## src/rtl/vgg_pkg.sv

```systemverilog
// Shared definitions for the VGG conv/pool stages: pixel width, the layer-2
// feature-map geometry and the signed pixel type.
package vgg_pkg;

   localparam int DATA_W   = 16;
   localparam int L2_IMG_W = 224;
   localparam int L2_IMG_H = 224;

   typedef logic signed [DATA_W-1:0] pixel_t;

endpackage

```

## src/rtl/maxpool_layer2_line_buffer.sv

```systemverilog
// Single-row store of horizontal maxima from even rows of the input stream.
// Synchronous write, combinational read, storage deliberately left unreset.
module pool_line_buffer #(
   parameter int DATA_W = 16,
   parameter int DEPTH  = 112,
   parameter int AW     = 7
) (
   input  logic              clk,
   input  logic              we,
   input  logic [AW-1:0]     waddr,
   input  logic [DATA_W-1:0] wdata,
   input  logic [AW-1:0]     raddr,
   output logic [DATA_W-1:0] rdata
);

   logic [DATA_W-1:0] mem [DEPTH];

   always_ff @(posedge clk) begin
      if (we) mem[waddr] <= wdata;
   end

   assign rdata = mem[raddr];

endmodule

```

## src/rtl/maxpool_layer2.sv

```systemverilog
// 2x2 / stride-2 streaming max-pool. Position is derived purely from the count
// of valid pixels; the producer is never stalled.
module maxpool_layer2 #(
   parameter int DATA_W = vgg_pkg::DATA_W,
   parameter int IMG_W  = vgg_pkg::L2_IMG_W,
   parameter int IMG_H  = vgg_pkg::L2_IMG_H
) (
   input  logic                     clk,
   input  logic                     rst,
   input  logic                     valid_in,
   input  logic signed [DATA_W-1:0] data_in,
   output logic                     valid_out,
   output logic signed [DATA_W-1:0] data_out,
   output logic                     frame_done
);

   localparam int CW = $clog2(IMG_W);
   localparam int RW = (IMG_H > 2) ? $clog2(IMG_H) : 1;
   localparam int AW = CW - 1;
   localparam logic [CW-1:0] COL_LAST = CW'(IMG_W - 1);
   localparam logic [RW-1:0] ROW_LAST = RW'(IMG_H - 1);

   logic [CW-1:0]            col;
   logic [RW-1:0]            row;
   logic signed [DATA_W-1:0] h_reg;
   logic signed [DATA_W-1:0] hmax;
   logic signed [DATA_W-1:0] vmax;
   logic signed [DATA_W-1:0] lb_rdata;
   logic                     lb_we;
   logic                     col_last;
   logic                     row_last;

   assign col_last = (col == COL_LAST);
   assign row_last = (row == ROW_LAST);

   // Both compares are full-width signed; a tie simply passes the equal value.
   assign hmax  = (data_in > h_reg) ? data_in : h_reg;
   assign vmax  = (lb_rdata > hmax) ? lb_rdata : hmax;
   assign lb_we = valid_in & col[0] & ~row[0];

   // Write and read happen in rows of opposite parity, so they never collide.
   pool_line_buffer #(
      .DATA_W (DATA_W),
      .DEPTH  (IMG_W / 2),
      .AW     (AW)
   ) u_line_buffer (
      .clk   (clk),
      .we    (lb_we),
      .waddr (col[CW-1:1]),
      .wdata (hmax),
      .raddr (col[CW-1:1]),
      .rdata (lb_rdata)
   );

   always_ff @(posedge clk or posedge rst) begin
      if (rst) begin
         col        <= '0;
         row        <= '0;
         h_reg      <= '0;
         data_out   <= '0;
         valid_out  <= 1'b0;
         frame_done <= 1'b0;
      end else begin
         valid_out  <= 1'b0;
         frame_done <= 1'b0;
         if (valid_in) begin
            if (col_last) begin
               col <= '0;
               row <= row_last ? '0 : row + RW'(1);
            end else begin
               col <= col + CW'(1);
            end

            if (!col[0]) begin
               h_reg <= data_in;
            end else if (row[0]) begin
               data_out   <= vmax;
               valid_out  <= 1'b1;
               frame_done <= col_last & row_last;
            end
         end
      end
   end

endmodule

```

## config.mk

```make
export PLATFORM = sky130hd
export DESIGN_NAME = maxpool_layer2
export DESIGN_NICKNAME = d
export VERILOG_FILES = /design/src/rtl/vgg_pkg.sv /design/src/rtl/maxpool_layer2_line_buffer.sv /design/src/rtl/maxpool_layer2.sv
export SDC_FILE = /design/constraint.sdc
export NUM_CORES = 2
export LEC_CHECK = 0
export ABC_AREA = 1
export CAP_MARGIN = 20
export CORE_MARGIN = 2
export CORE_UTILIZATION = 35
export DETAILED_ROUTE_END_ITERATION = 10
export SYNTH_ARGS = -nofsm -noshare
export SYNTH_HDL_FRONTEND = slang
export SYNTH_SLANG_ARGS = --single-unit
```

## constraint.sdc

```tcl
create_clock -name clk -period 5.8 [get_ports clk]
set_clock_uncertainty 0.1 [all_clocks]
set_input_delay 1.16 -clock clk [delete_from_list [all_inputs] [get_ports clk]]
set_output_delay 1.16 -clock clk [all_outputs]
set_load 0.03 [all_outputs]
```

## Word-level counts from Yosys, hierarchy flattened

Memory sizes are Yosys's and may differ from the RTL's.
Cells that the tools add are included.
W data, S select, Z words.

- Input port bits: 19
- RAM bits: 1,792
- Bits in registers: 50
- Bits in read-only memories: 0
- Logic and storage cells: 33
- Memories kept: 1
- Output and inout port bits: 18
- Latch bits: 0

Memory list:

| memory | depth | width | rd ports | clocked after memory_dff | write ports | RTL line | source |
|---|---|---|---|---|---|---|---|
| u_line_buffer.mem | 112 | 16 | 1 | 0 | 1 | maxpool_layer2_line_buffer.sv:16 | `logic [DATA_W-1:0] mem [DEPTH];` |

- Add/sub/neg operators: 2
- Multipliers: 0
- Reduce and logical (&&, ||, !) cells: 3
- Shifts and indexed selects: 0
- Mux-type cells: 12
- Divide/modulo/power cells: 0
- Magnitude comparators: 2
- Bitwise operators: 5
- Equal/unequal tests: 2

Operators with widths:

| operator | number |
|---|---|
| $gt A16 B16 Y1 | 2 |
| $mux W16 | 2 |
| $add A8 B1 Y8 const B | 2 |
| $eq A8 B8 Y1 const B | 2 |
| $mux W8 | 2 |
| $mux W1 | 8 |
| $reduce_and A2 Y1 | 2 |
| $and A1 B1 Y1 | 3 |
| $reduce_and A3 Y1 | 1 |
| $not A1 Y1 | 2 |

## Logic depth before layout (Yosys ltp)

- Word-level depth: 5
- Depth in mapped cells: 32
- Depth with buffers taken out: 30

## Modules after synthesis

A second synthesis with hierarchy kept.

- Cells, all modules: 6,640
- Area total of the unflattened synthesis: 76,390.8 sq um

By module, submodules not included:

| module | area an instance (sq um) | sequential area each (sq um) | cells an instance | times used |
|---|---|---|---|---|
| pool_line_buffer | 72,803.6 | 53,811.6 | 6,146 | 1 |
| maxpool_layer2 | 3,587.2 | 1,251.2 | 494 | 1 |

## Least setup slack after synthesis

No wires, ideal clock.

- Path type: input to register
- From: in data_in[15]
- To: reg data_out[14]
- Required time: 5,582 ps
- Path buffers: 2
- Stages on the path: 24
- Setup time: 118 ps
- Arrival: 5,620 ps
- Slack: -38 ps
- Path through: ha_1 > nand2_1 > nor4_2 > nand2_1 > nand2_1 > nand2_1 > nand3_2 > buf_4 > nand2_1 > nand2_1 > inv_1 > ha_1 > nand2_1 > inv_1 > nand3_1 > nor3_1 > nand2_1 > nand3_1 > nand3_2 > inv_1 > buf_2 > nand3_1 > nand3_1 > nand2_1

- Cells in the longest elaborated chain, start to end: 4

Ends and longest elaborated chain:

| what | RTL line | source |
|---|---|---|
| start: declaration | maxpool_layer2.sv:11 | `input logic signed [DATA_W-1:0] data_in,` |
| $gt A16 B16 Y1 | maxpool_layer2.sv:37 | `assign hmax = (data_in > h_reg) ? data_in : h_reg;` |
| $mux W16 * | maxpool_layer2.sv:37 |  |
| net hmax[15] | maxpool_layer2.sv:26 | `logic signed [DATA_W-1:0] hmax;` |
| $gt A16 B16 Y1 * | maxpool_layer2.sv:38 | `assign vmax = (lb_rdata > hmax) ? lb_rdata : hmax;` |
| $mux W16 * | maxpool_layer2.sv:38 |  |
| end signal: assignment | maxpool_layer2.sv:77 | `data_out <= vmax;` |
| end: declaration | maxpool_layer2.sv:13 | `output logic signed [DATA_W-1:0] data_out,` |

The timed path passes the listed nets; every way through them passes the cells marked *.
A chain may end at the register's enable or synchronous reset.

## Worst setup path in the final report

- From: reg col[2]
- To: reg data_out[0]

- Cells in the longest elaborated chain, start to end: 3

Ends and longest elaborated chain:

| what | RTL line | source |
|---|---|---|
| start: declaration | maxpool_layer2.sv:23 | `logic [CW-1:0] col;` |
| start signal: assignment | maxpool_layer2.sv:71 | `col <= col + CW'(1);` |
| $mem_v2 Z112 W16 * | -- |  |
| $gt A16 B16 Y1 | maxpool_layer2.sv:38 |  |
| $mux W16 * | maxpool_layer2.sv:38 |  |

Every way passes the cells marked *; elsewhere a longest branch is shown, timed or not.

==> flow_metrics.py <==
metrics = {
    "yosys": {
        "avgSynthCellArea_um2": 10.2,
        "synthSimpleGateAreaFrac": 0.255,
        "synth_cell_types": 36,
        "synthXorXnorAreaFrac": 0.000336,
        "synth_compound_area_frac": 0.00815,
        "synth-seq-cells": 1842,
        "ys_seq_area_frac": 0.704,
        "muxShareOfSynthArea": 0,
        "synth_top_family_by_area": "simple AND/OR/NAND/NOR gates",
        "synthCells": 7698,
        "yosys_most_used_dff": "edfxtp_1",
        "synthArstFlopShare": 0.0271,
        "netlist_area_mm2": 0.0782,
        "synth-edff-count": 1792,
        "ys_warn_count": 0,
        "synth_adder_area_share": 0.00544,
        "synth_nets": 7751,
    },
    "clock_tree": {
        "clk_pin_slew_ps": 60,
        "h-tree-depth": 4,
        "cts_tree": "done",
        "cts-root-buf": "clkbuf_16",
        "clk_latency_ps": 810,
        "holdBufCountCts": 0,
        "cts.path.max_buffers": 3,
        "cts.sinks": 1842,
        "numCtsBuffers": 188,
        "post_cts_resized": 0,
        "post_cts_buffers": 0,
    },
    "floorplan": {
        "die_w_um": 477,
        "io_pins": 37,
        "die_area_mm2": 0.227,
        "coreArea_mm2": 0.222,
        "initial_utilization": 0.352,
        "std_cell_rows": 173,
        "die_y_um": 477,
    },
    "power": {
        "clockPowerShare": 0.271,
        "p_seq_frac": 0.373,
        "p_comb_frac": 0.357,
        "power.total_mw": 44.2,
        "power_per_cell_area_mw_per_mm2": 495,
        "switchingPower_mw": 17.1,
        "peakVddDrop_mv": 0.351,
        "p_leak_nw": 36.6,
        "switching_share": 0.388,
        "p_int_mw": 27.0,
    },
    "route": {
        "vias_per_cell": 4.89,
        "first_iter_violations": 5643,
        "firstDrtPassIters": 6,
        "final_antenna_net_count": 0,
        "wl_per_cell_um": 19.8,
        "drc": 0,
        "routed_wl_mm": 217,
        "vias": 53500,
    },
    "timing": {
        "tightest_slew_ps": 1160,
        "min_period_ps": 5030,
        "fin_crit_sh": 0.866,
        "slew_viol_final": 0,
        "rsz0062_at_grt": "no",
        "tns_ps": 0,
        "relSlewSlack": 0.226,
        "fmax_ghz": 0.199,
        "finalSetupViolCount": 0,
        "final-hold-violation-count": 0,
    },
    "cells_and_area": {
        "drive_gt1_frac": 0.0709,
        "largest_reg_flops": 1792,
        "syn_to_final_growth_pct": 14.0,
        "final_core_util": 0.401,
        "finalNonFillerCells": 11000,
        "fill_cells": 21200,
        "fin_nets": 7867,
        "design_area_mm2": 0.0891,
    },
    "critical_path": {
        "cp_max_fo": 56,
        "crit_chain": "inv_8 > nand3_1 > inv_2 > nand2_1 > nand2_1 > nor3_1 > nand2_1 > nand2_1 > nor2_1 > nor2_1 > nand2_1 > ha_1 > nand3_1 > nor3_1 > nand2_1 > nand2_1 > nand2_1 > nand3_2 > buf_4 > nand3_1 > nand3_1 > nand2_1",
        "required_ps": 6400,
        "endpoint_kind": "flip-flop",
        "path_common_cell": "nand2_1",
        "slowest_delay_ps": 710,
        "crit_arrival_ps": 5630,
        "cp-start-kind": "flip-flop",
        "crit_slowest_cell": "dfrtp_4",
        "criticalPathCategory": "reg2reg",
    },
    "grt": {
        "grt_pass1_vias": 51300,
        "grt_start_max_net_pins": 124,
        "grt_first_pass_wirelength_mm": 324,
        "grt-ovfl-total": 0,
        "antenna_found_initial": 3,
        "grt_use_total": 0.187,
    },
    "placed_design": {
        "dpl.hpwl_mm": 123,
        "place_inst": 10600,
        "place_congestion": 0.943,
        "dpl_cell_area_mm2": 0.0831,
        "port_buffers": 36,
    },
    "status": {
        "status": "complete, no violations",
    },
    "worst_hold_path": {
        "hp-class": "reg2reg",
    },
    "job": {
        "max_cap_viol_count": 0,
    },
}
==> per-layer routing <==
metal / share of wire / up-vias / GRT usage / wire length, um
met1: 0.43 / 25900 / 0.258 / 92600
met2: 0.46 / 1916 / 0.297 / 99400
met3: 0.076 / 401 / 0.0288 / 16400
met4: 0.037 / 0 / 0.0696 / 8050
li1: - / 25300 / - / -
met5: 0 / - / 0 / 0
==> through the flow <==
| step | hold slack, ps | setup slack, ps |
|---|---|---|
| 2_1_floorplan | 368 | 21.7 |
| 3_3_place_gp | 385 | 297 |
| 3_5_place_dp | 393 | 332 |
| 4_1_cts | 407 | 894 |
| 5_1_grt | 435 | 529 |
| 6_report | 403 | 775 |
==> worst max-delay path, delay by kind of cell (launching register included) <==
family                   cells  cell delay (ps)
AND/OR/NAND/NOR             18             2810
buffers and inverters        3              890
flip-flops                   1              710
adder cells (fa/ha/maj)      1              290
==> power by group through the flow <==
stage / Combinational (mW) / Sequential (mW) / Clock (mW)
2_1_floorplan: 9.56 / 16.8 / 0
3_3_place_gp: 15.6 / 16.7 / 0
3_5_place_dp: 15.7 / 16.7 / 0
4_1_cts: 15.7 / 16.4 / 12.1
5_1_grt: 17.4 / 16.5 / 12.6
6_report: 15.8 / 16.4 / 12.0
==> cell usage after synthesis, types with 2 or more instances <==
cell type  number  area, um2
buf_4          10       75.1
nor2_4          5       56.3
o22ai_1         2       12.5
a21oi_1        69        345
inv_2          10       37.5
nor2_1        316       1190
nand2_1      4781      17900
clkinv_1        2       7.51
ha_1           34        425
xor2_1          2       17.5
nor4_1          2       12.5
nand3_2         5       50.1
buf_2         234       1170
a22oi_1         6       45.0
o21ai_1         3       15.0
dfrtp_1        50       1250
nand4_1        29        181
buf_1          20       75.1
nor3_1         18       90.1
edfxtp_1     1792      53800
buf_6           2       22.5
inv_1          76        285
o21a_1          2       15.0
or2_1           3       18.8
nand3_1        73        365
clkbuf_1      107        402
o21ai_0        36        180
==> layout make-up <==
cell class | count | area, um2 | share of cell area
sequential | 1842 | 55100 | 0.618
timing repair buffer | 299 | 2740 | 0.0308
tap | 2975 | 3720 | 0.0418
clock buffer | 241 | 5030 | 0.0564
antenna | 6 | 15.0 | 0.000168
inverter | 89 | 354 | 0.00397
clock inverter | 106 | 1010 | 0.0114
multi-input combinational | 5394 | 21200 | 0.238
==> logic make-up (layout without fill, tap and decap cells) <==
group	Yosys count	count (layout)
AO/OA/AOI/OAI	121	121
XOR/XNOR	3	3
adder cells (fa/ha/maj)	34	34
buffers and inverters	462	735
other	0	6
AND/OR/NAND/NOR	5236	5236
flip-flops	1842	1842
==> worst paths after layout <==
kind	slack [ps]	cells past startpoint	startpoint	end
setup / recovery	770	22	col[2]$_DFFE_PP0P_	data_out[0]$_DFFE_PP0P_
hold / removal	400	2	row[1]$_DFFE_PP0P_	row[1]$_DFFE_PP0P_
setup reg to reg	770	22	col[2]$_DFFE_PP0P_	data_out[0]$_DFFE_PP0P_
hold reg to reg	400	2	row[1]$_DFFE_PP0P_	row[1]$_DFFE_PP0P_
max in group asynchronous	4220	3	rst	col[1]$_DFFE_PP0P_
min in group asynchronous	530	2	rst	h_reg[3]$_DFFE_PP0P_
==> cell usage in the layout, fill, tap and decap left out, types with 2 or more instances in the layout <==
master	Yosys	routed
xor2_1	2	2
ha_1	34	34
nand3_1	73	73
o22ai_1	2	2
nor3_1	18	16
nand2_4	0	16
clkbuf_8	0	6
o21a_1	2	2
clkinv_16	0	3
edfxtp_1	1792	1792
clkbuf_16	0	191
nand2_1	4781	4765
inv_1	76	75
nand4_1	29	29
inv_8	0	2
buf_12	0	31
clkinv_4	0	2
nor2_4	5	8
inv_6	0	6
nor2_1	316	313
a22oi_1	6	6
nor4_1	2	2
dfrtp_1	50	47
clkbuf_1	107	44
dfrtp_4	0	3
nor3_2	1	2
clkdlybuf4s50_1	0	36
or2_1	3	3
inv_16	0	2
o21ai_0	36	36
a21oi_1	69	69
nand3_2	5	5
bufinv_16	0	16
o21ai_1	3	3
diode_2	0	6
clkinv_2	1	26
buf_4	10	231
clkinv_1	2	52
inv_2	10	9
Note: power is estimated with default switching activity, not from simulation.
